`src/rtl/pc_pkg.sv`:
```
// Shared constants for the program-counter sequencer: op encodings and defaults.
package pc_pkg;

   localparam logic [2:0] OP_SEQ  = 3'd0;
   localparam logic [2:0] OP_BR   = 3'd1;
   localparam logic [2:0] OP_JMP  = 3'd2;
   localparam logic [2:0] OP_CALL = 3'd3;
   localparam logic [2:0] OP_RET  = 3'd4;

   localparam int PC_WIDTH_DEFAULT = 16;
   localparam int PC_INC_DEFAULT   = 2;

endpackage

```
`src/rtl/pc_sequencer_ras_stack.sv`:
```
// Circular return-address stack. A push when full overwrites the oldest entry,
// so the most recent RAS_DEPTH addresses are always retained in LIFO order.
// A pop when empty is a no-op. push and pop are expected to be exclusive.
module ras_stack #(
   parameter int WIDTH     = 16,
   parameter int RAS_DEPTH = 4,
   localparam int CW       = $clog2(RAS_DEPTH + 1),
   localparam int PW       = $clog2(RAS_DEPTH)
) (
   input  logic             clk,
   input  logic             rst,
   input  logic             push,
   input  logic             pop,
   input  logic [WIDTH-1:0] push_data,
   output logic [WIDTH-1:0] top,
   output logic [CW-1:0]    count,
   output logic             full,
   output logic             empty
);

   logic [WIDTH-1:0] mem [RAS_DEPTH];
   // wr_ptr points at the slot the next push will write; top sits just below it
   logic [PW-1:0]    wr_ptr;
   logic [PW-1:0]    top_idx;
   logic [PW-1:0]    next_wr;

   // Pointer arithmetic wraps explicitly so non-power-of-two depths work
   always_comb begin
      top_idx = (wr_ptr == '0) ? PW'(RAS_DEPTH - 1) : wr_ptr - 1'b1;
      next_wr = (wr_ptr == PW'(RAS_DEPTH - 1)) ? '0 : wr_ptr + 1'b1;
   end

   // Pointer and occupancy: count saturates at RAS_DEPTH on overwrite-push
   always_ff @(posedge clk) begin
      if (rst) begin
         wr_ptr <= '0;
         count  <= '0;
      end else if (push) begin
         wr_ptr <= next_wr;
         if (!full) count <= count + 1'b1;
      end else if (pop && !empty) begin
         wr_ptr <= top_idx;
         count  <= count - 1'b1;
      end
   end

   // Storage is not reset; contents are meaningless while count is zero
   always_ff @(posedge clk) begin
      if (push && !rst) mem[wr_ptr] <= push_data;
   end

   assign top   = mem[top_idx];
   assign full  = (count == CW'(RAS_DEPTH));
   assign empty = (count == '0);

endmodule

```
`src/rtl/pc_sequencer.sv`:
```
// Program-counter unit at the front of fetch: holds the PC, selects the next PC
// from the op code (seq/branch/jump/call/return) and owns the return stack.
module pc_sequencer
   import pc_pkg::*;
#(
   parameter int               WIDTH        = PC_WIDTH_DEFAULT,
   parameter logic [WIDTH-1:0] RESET_VECTOR = '0,
   parameter int               INC          = PC_INC_DEFAULT,
   parameter int               RAS_DEPTH    = 4,
   localparam int              CW           = $clog2(RAS_DEPTH + 1)
) (
   input  logic             clk,
   input  logic             rst,
   input  logic             pc_write,
   input  logic [2:0]       op,
   input  logic [WIDTH-1:0] target,
   input  logic [WIDTH-1:0] offset,
   output logic [WIDTH-1:0] pc_out,
   output logic [CW-1:0]    ras_count,
   output logic             ras_full,
   output logic             ras_empty,
   output logic             ras_ovf,
   output logic             ras_unf
);

   localparam logic [WIDTH-1:0] INC_W = WIDTH'(INC);

   logic [WIDTH-1:0] pc_inc;
   logic [WIDTH-1:0] pc_next;
   logic [WIDTH-1:0] ras_top;
   logic             do_push;
   logic             do_pop;
   logic             set_ovf;
   logic             set_unf;

   // Next-PC mux; all sums wrap silently modulo 2^WIDTH
   always_comb begin
      pc_inc  = pc_out + INC_W;
      pc_next = pc_inc;
      do_push = 1'b0;
      do_pop  = 1'b0;
      set_ovf = 1'b0;
      set_unf = 1'b0;
      if (pc_write) begin
         case (op)
            OP_BR:   pc_next = pc_out + offset;
            OP_JMP:  pc_next = target;
            OP_CALL: begin
               pc_next = target;
               do_push = 1'b1;
               set_ovf = ras_full;
            end
            OP_RET: begin
               // Empty stack falls through to the sequential address
               if (ras_empty) set_unf = 1'b1;
               else begin
                  pc_next = ras_top;
                  do_pop  = 1'b1;
               end
            end
            default: pc_next = pc_inc;
         endcase
      end else begin
         pc_next = pc_out;
      end
   end

   // PC register and sticky error flags; reset beats everything
   always_ff @(posedge clk) begin
      if (rst) begin
         pc_out  <= RESET_VECTOR;
         ras_ovf <= 1'b0;
         ras_unf <= 1'b0;
      end else begin
         pc_out <= pc_next;
         if (set_ovf) ras_ovf <= 1'b1;
         if (set_unf) ras_unf <= 1'b1;
      end
   end

   ras_stack #(
      .WIDTH     (WIDTH),
      .RAS_DEPTH (RAS_DEPTH)
   ) u_ras (
      .clk       (clk),
      .rst       (rst),
      .push      (do_push),
      .pop       (do_pop),
      .push_data (pc_inc),
      .top       (ras_top),
      .count     (ras_count),
      .full      (ras_full),
      .empty     (ras_empty)
   );

endmodule

```
`config.mk`:
```
export PLATFORM = sky130hd
export DESIGN_NAME = pc_sequencer
export DESIGN_NICKNAME = d
export VERILOG_FILES = /design/src/rtl/pc_pkg.sv /design/src/rtl/pc_sequencer_ras_stack.sv /design/src/rtl/pc_sequencer.sv
export SDC_FILE = /design/constraint.sdc
export NUM_CORES = 1
export LEC_CHECK = 0
export BUFFER_PORTS_ARGS = -buffer_cell sky130_fd_sc_hd__buf_2
export CAP_MARGIN = 10
export CORE_UTILIZATION = 55
export CTS_CLUSTER_SIZE = 25
export DETAILED_ROUTE_END_ITERATION = 7
export HOLD_SLACK_MARGIN = 0.08
export PLACE_DENSITY = 0.78
export SYNTH_ARGS = -nofsm -noshare
export SYNTH_HDL_FRONTEND = slang
export SYNTH_SLANG_ARGS = --single-unit
export TNS_END_PERCENT = 100
```
`constraint.sdc`:
```
create_clock -name clk -period 3.2 [get_ports clk]
set_input_delay 0 -clock clk [delete_from_list [all_inputs] [get_ports clk]]
set_output_delay 0 -clock clk [all_outputs]
set_load 0.1 [all_outputs]
```
# Yosys cells after proc, flatten, opt, wreduce, memory -nomap -nowiden
# Memories as Yosys holds them, arrays and structs flattened.
# Cells that the tools add are included.
dict set report word_totals {
  reg_bits 23
  ramBits 64
  output_inout_bits 23
  word_cells 49
  n_memories 1
}
# name words width read_ports rd_clocked_by_memory_dff write_ports line_no
set memory_table {}
lappend memory_table {u_ras.mem 4 16 1 0 1 pc_sequencer_ras_stack.sv:21} ;# logic [WIDTH-1:0] mem [RAS_DEPTH];
dict set report classes {
  add_sub_neg 6
  n_eq_ne 7
  muxes 21
  n_reduce_logical 9
}
# op n
set op_table {}
lappend op_table {{$pmux W16 S3} 1}
lappend op_table {{$add A16 B16 Y16} 1}
lappend op_table {{$add A16 B2 Y16 const B} 1}
lappend op_table {{$mux W16} 1}
lappend op_table {{$mux W1} 12}
lappend op_table {{$mux W3} 3}
lappend op_table {{$mux W2} 4}
lappend op_table {{$eq A3 B2 Y1 const B} 2}
lappend op_table {{$eq A3 B3 Y1 const B} 2}
lappend op_table {{$add A3 B1 Y3 const B} 1}
lappend op_table {{$eq A3 B1 Y1 const B} 1}
lappend op_table {{$logic_not A3 Y1} 1}
lappend op_table {{$sub A3 B1 Y3 const B} 1}
lappend op_table {{$add A2 B1 Y2 const B} 1}
lappend op_table {{$eq A2 B2 Y1 const B} 1}
lappend op_table {{$logic_and A1 B1 Y1} 2}
lappend op_table {{$logic_not A1 Y1} 2}
lappend op_table {{$logic_not A2 Y1} 1}
lappend op_table {{$ne A2 B2 Y1 const B} 1}
lappend op_table {{$reduce_and A2 Y1} 1}
lappend op_table {{$reduce_bool A2 Y1} 1}
lappend op_table {{$reduce_or A2 Y1} 1}
lappend op_table {{$sub A2 B1 Y2 const B} 1}

# Longest topological paths before layout
dict set report depth {
  word_depth 7
  mapped_depth 9
  mapped_depth_nobuf 8
}

# Hierarchy
# Synthesis repeated with hierarchy kept, for this count alone.
dict set report hier_totals {
  cells_unflattened 455
  hier_area_um2 4795.8
}
# module n_inst cells_per_inst area_per_inst_um2 seq_area_each_um2
set modules_own_cells {}
lappend modules_own_cells {ras_stack 1 178 2824.0 2021.9}
lappend modules_own_cells {pc_sequencer 1 277 1971.9 360.3}

# Least setup slack after synthesis
# No wires, ideal clock.
dict set report synth_path {
  kind {reg2reg}
  start {reg u_ras.count[2]}
  end {reg u_ras.count[1]}
  setup_time_ps 128
  arrival_time_ps 3937
  required_ps 3072
  path_slack_ps -865
  stages_incl_launch_ff 5
  period_less_slack_ps 4065
  cell_sequence {dfxtp_1 -> nor3b_1 -> o21a_1 -> mux2i_1 -> nor2_1}
}
dict set report synth_via {
  elab_cells_between_ends 10
  classes_between {2 x eq/ne; 3 x mux; 5 x reduce/logical}
}
# item line_no
set synth_rtl {}
lappend synth_rtl {{from (decl)} pc_sequencer_ras_stack.sv:16} ;# output logic [CW-1:0] count,
lappend synth_rtl {{from (signal assigned)} pc_sequencer_ras_stack.sv:40} ;# if (!full) count <= count + 1'b1;
lappend synth_rtl {{from (signal assigned)} pc_sequencer_ras_stack.sv:43} ;# count <= count - 1'b1;
lappend synth_rtl {{$eq A3 B3 Y1} pc_sequencer_ras_stack.sv:53} ;# assign full = (count == CW'(RAS_DEPTH));
lappend synth_rtl {{via ras_full} pc_sequencer.sv:20} ;# output logic ras_full,
lappend synth_rtl {{$ne A2 B2 Y1 (no source line)} -}
lappend synth_rtl {{$reduce_and A2 Y1 (no source line)} -}
# The timed path passes the listed nets, and every way through them passes these cells.
# A chain may end at the register's enable or synchronous reset.

# Final worst setup path
dict set report layout_path {
  start {reg u_ras.wr_ptr[0]}
  end {reg pc_out[7]}
}
dict set report layout_via {
  elab_chain_len 5
  elab_cells_between_ends 6
  classes_between {1 x add/sub; 3 x mux; 1 x reduce/logical; 1 x memory}
}
# item line_no
set layout_lines {}
lappend layout_lines {{from (decl)} pc_sequencer_ras_stack.sv:23} ;# logic [PW-1:0] wr_ptr;
lappend layout_lines {{from (signal assigned)} pc_sequencer_ras_stack.sv:39} ;# wr_ptr <= next_wr;
lappend layout_lines {{from (signal assigned)} pc_sequencer_ras_stack.sv:42} ;# wr_ptr <= top_idx;
lappend layout_lines {{$sub A2 B1 Y2 or $logic_not A2 Y1 (tied branches)} pc_sequencer_ras_stack.sv:29} ;# top_idx = (wr_ptr == '0) ? PW'(RAS_DEPTH - 1) : wr_ptr - 1'b1;
lappend layout_lines {{$mux W2 *} pc_sequencer_ras_stack.sv:29}
lappend layout_lines {{$mem_v2 Z4 W16 *} -}
lappend layout_lines {{$mux W16 *} pc_sequencer.sv:55} ;# if (ras_empty) set_unf = 1'b1;
lappend layout_lines {{$pmux W16 S3 *} pc_sequencer.sv:45} ;# case (op)
lappend layout_lines {{to (signal assigned)} pc_sequencer.sv:75} ;# pc_out <= pc_next;
lappend layout_lines {{to (decl)} pc_sequencer.sv:18} ;# output logic [WIDTH-1:0] pc_out,
# Mark *: on every way between the ends. The rest lies on a longest branch, timed or not.

==> flow_summary.yaml <==
timing:
  fmax_mhz: 389.5
  finalCritPeriodShare_pct: 80.23
  tightest_slew_ps: 744.8
  rsz0062_at_grt: "false"
  maxSlewViolCount: 0
  finalSetupViolCount: 0
  hold_viol: 0
  fin_crit_ps: 2567
  timing.setup.tns_ps: 0
  fin_ws_ps: 632.8
  fin_skew_ps: 10.90
  maxSlewHeadroom_pct: 50.17
place:
  placed_area_mm2: 0.005002
  preCtsSetupSlack_ps: 637.8
  placed_cells: 524
  globalplace.congestion: 0.9168
  io_buffers: 60
  dp_hpwl_mm: 8.097
worst_setup_path:
  cpPeakStageDelay_ps: 610
  startpoint: "u_ras.wr_ptr[0]"
  worst_setup_path_end_kind: "flop"
  crit_type: "flop to flop"
  reg2reg_depth: 8
  path_depth: 8
  crit_required_ps: 3470
  crit_end: "pc_out[7]"
  worstPathCellList: "inv_1 -> ha_1 -> nand2b_1 -> buf_4 -> mux4_1 -> a221oi_1 -> o22ai_1 -> a31o_2"
  crit_fanout: 16
  crit_buf_inv: 2
  rrSetupSlack_ps: 630
  r2r_end: "pc_out[7]"
  critPathLaunchType: "flop"
  crit_family: "compound AO/OA/AOI/OAI gates"
  cp_data_arrival_time_ps: 2830
  slowest_stage: "mux4_1"
  rr_startpoint: "u_ras.wr_ptr[0]"
die:
  core_mm2: 0.007888
  row_count: 32
  start_util_pct: 58.06
  die_x_um: 93.25
  ios: 61
  dieHeight_um: 93.25
  die-area_mm2: 0.008695
cts:
  cts_max_path_buffers: 2
  cts_inserted_buffers: 9
  clock_latency_ps: 360
  cts_tree: "done"
  cts-root-buf: "clkbuf_8"
  cts.sinks: 87
  htree_levels: 3
  clk_pin_slew_ps: 100
routing:
  dr.pass1.iters: 5
  drt_iter0_drc: 168
  vias: 3531
  wl_mm: 11.40
  drc: 0
  wire_per_inst_um: 20.84
  vias_per_cell: 6.455
  antenna_left: 0
global_routing:
  antenna_found_initial: 0
  track_usage_pct: 27.90
  grt_max_degree: 27
  gr-total-overflow: 0
  grt_pass1_wl_mm: 17.73
  grt_pass1_vias: 3280
synth:
  syn-num-nets: 428
  synth_edf_count: 64
  synth_ff_type: "edfxtp_1"
  synth_area_leaders: "edfxtp_1 42%, dfxtp_1 10%, mux4_2 6.4%"
  synth_largest_area_cell: "edfxtp_1"
  ys_warn_count: 0
  synth-seq-cells: 87
  synth_area_per_cell_um2: 12.44
  syn_area_mm2: 0.004579
  synth_cells: 368
  synth-async-reset-ratio_pct: 0
  yosys-top-cells-count: "64 x edfxtp_1, 26 x nor2_1, 23 x dfxtp_1"
  yosysMostFrequentCell: "edfxtp_1"
  ys_seq_area_share_pct: 52.02
  synthDistinctLibCells: 59
  post-synth-top-area-fraction_pct: 41.97
hold_path:
  min_from: "offset[14]"
  hold_class: "input port to flop"
final_layout:
  drive_gt1_share_pct: 25.17
  antenna_cells: 0
  num-nets-final: 500
  syn2layout_area_growth_pct: 14.64
  nFillCells: 583
  final_area_mm2: 0.005250
  final_cells: 547
power_and_ir_drop:
  p_leak_nw: 2.068
  ir_drop_mv: 0.2869
  powerDensity_mw_per_mm2: 480.6
status:
  status: "finished, final reports clean"
job:
  maxCapViolations: 0
==> sequential cells by signal, summed over array words and instances (netlist names) <==
| name | flops |
|---|---|
| u_ras.wr_ptr | 2 |
| u_ras.count | 3 |
| ras_ovf | 1 |
| u_ras.mem | 64 |
| ras_unf | 1 |
| pc_out | 16 |
==> timing repair <==
item / in CTS / in global routing
gates resized for setup: 0 / 0
endpoints found under the hold margin: 6 / 0
hold buffers: 7 / 0
endpoints found under the setup margin: 0 / 0
setup buffers: 0 / 0
==> placed cells by master (no fill, tap or decap), drive strengths merged, types with 11 or more instances in the layout <==
cell type   n
a21oi      19
dfxtp      23
a221oi     14
nor2       26
mux4       16
xor2       11
ha         20
edfxtp     64
nand2      22
xnor2      14
inv        13
buf        69
==> stage by stage <==
stage          util (%)  total power [W]  hold WS [ps]
2_1_floorplan         -         0.001690         197.2
3_3_place_gp      63.42         0.001809         420.9
3_5_place_dp      63.42         0.001822         431.3
4_1_cts           66.56         0.002531         80.02
5_1_grt           66.56         0.002619         106.4
6_report          66.56         0.002523         89.95
==> logic make-up after synthesis <==
kind of cell	count (synthesis)	synth area share, %
AOI/OAI and AO/OA	90	14.59
xor gates and xnor gates	25	4.781
DFF	87	52.02
and+or+nand+nor	101	11.34
adders and majority gates	22	6.339
muxes	17	8.333
buffers and inverters	26	2.595
==> how the worst min path moves through the flow <==
stage / to / slack [ps] / cells past startpoint
global route: ras_ovf / 110 / 2
floorplan: pc_out[15] / 200 / 2
global placement: pc_out[13] / 420 / 4
CTS: pc_out[14] / 80 / 4
finish: pc_out[14] / 90 / 4
detailed placement: pc_out[15] / 430 / 4
==> tightest hold or removal path, stage by stage <==
cell and delay, ps:
buf_2 90, ha_1 180, nand3_1 80, o211ai_1 70
==> layout make-up <==
type	instances	area, um^2	area share (%)
clock buffers	9	123.9	2.359
clock inverters	7	53.80	1.025
inverters	11	41.29	0.7865
multi-input cells	255	2083	39.68
flip-flops and latches	87	2382	45.38
well taps	102	127.6	2.431
repair buffers	76	437.9	8.341
==> power by group <==
part           internal [W]  switching, W  total, W
Sequential          0.00124     0.0000379   0.00128
Combinational      0.000161      0.000371  0.000532
Clock              0.000290      0.000421  0.000712
==> routing by layer <==
layer / wire length (um) / GRT usage [%] / share of wire (%)
met5: 0 / 0 / 0
met2: 5466 / 44.24 / 48
met3: 932 / 7.480 / 8.2
met4: 327 / 10.77 / 2.9
met1: 4674 / 36.71 / 41
No activity file was read; power rests on OpenSTA's default activity.
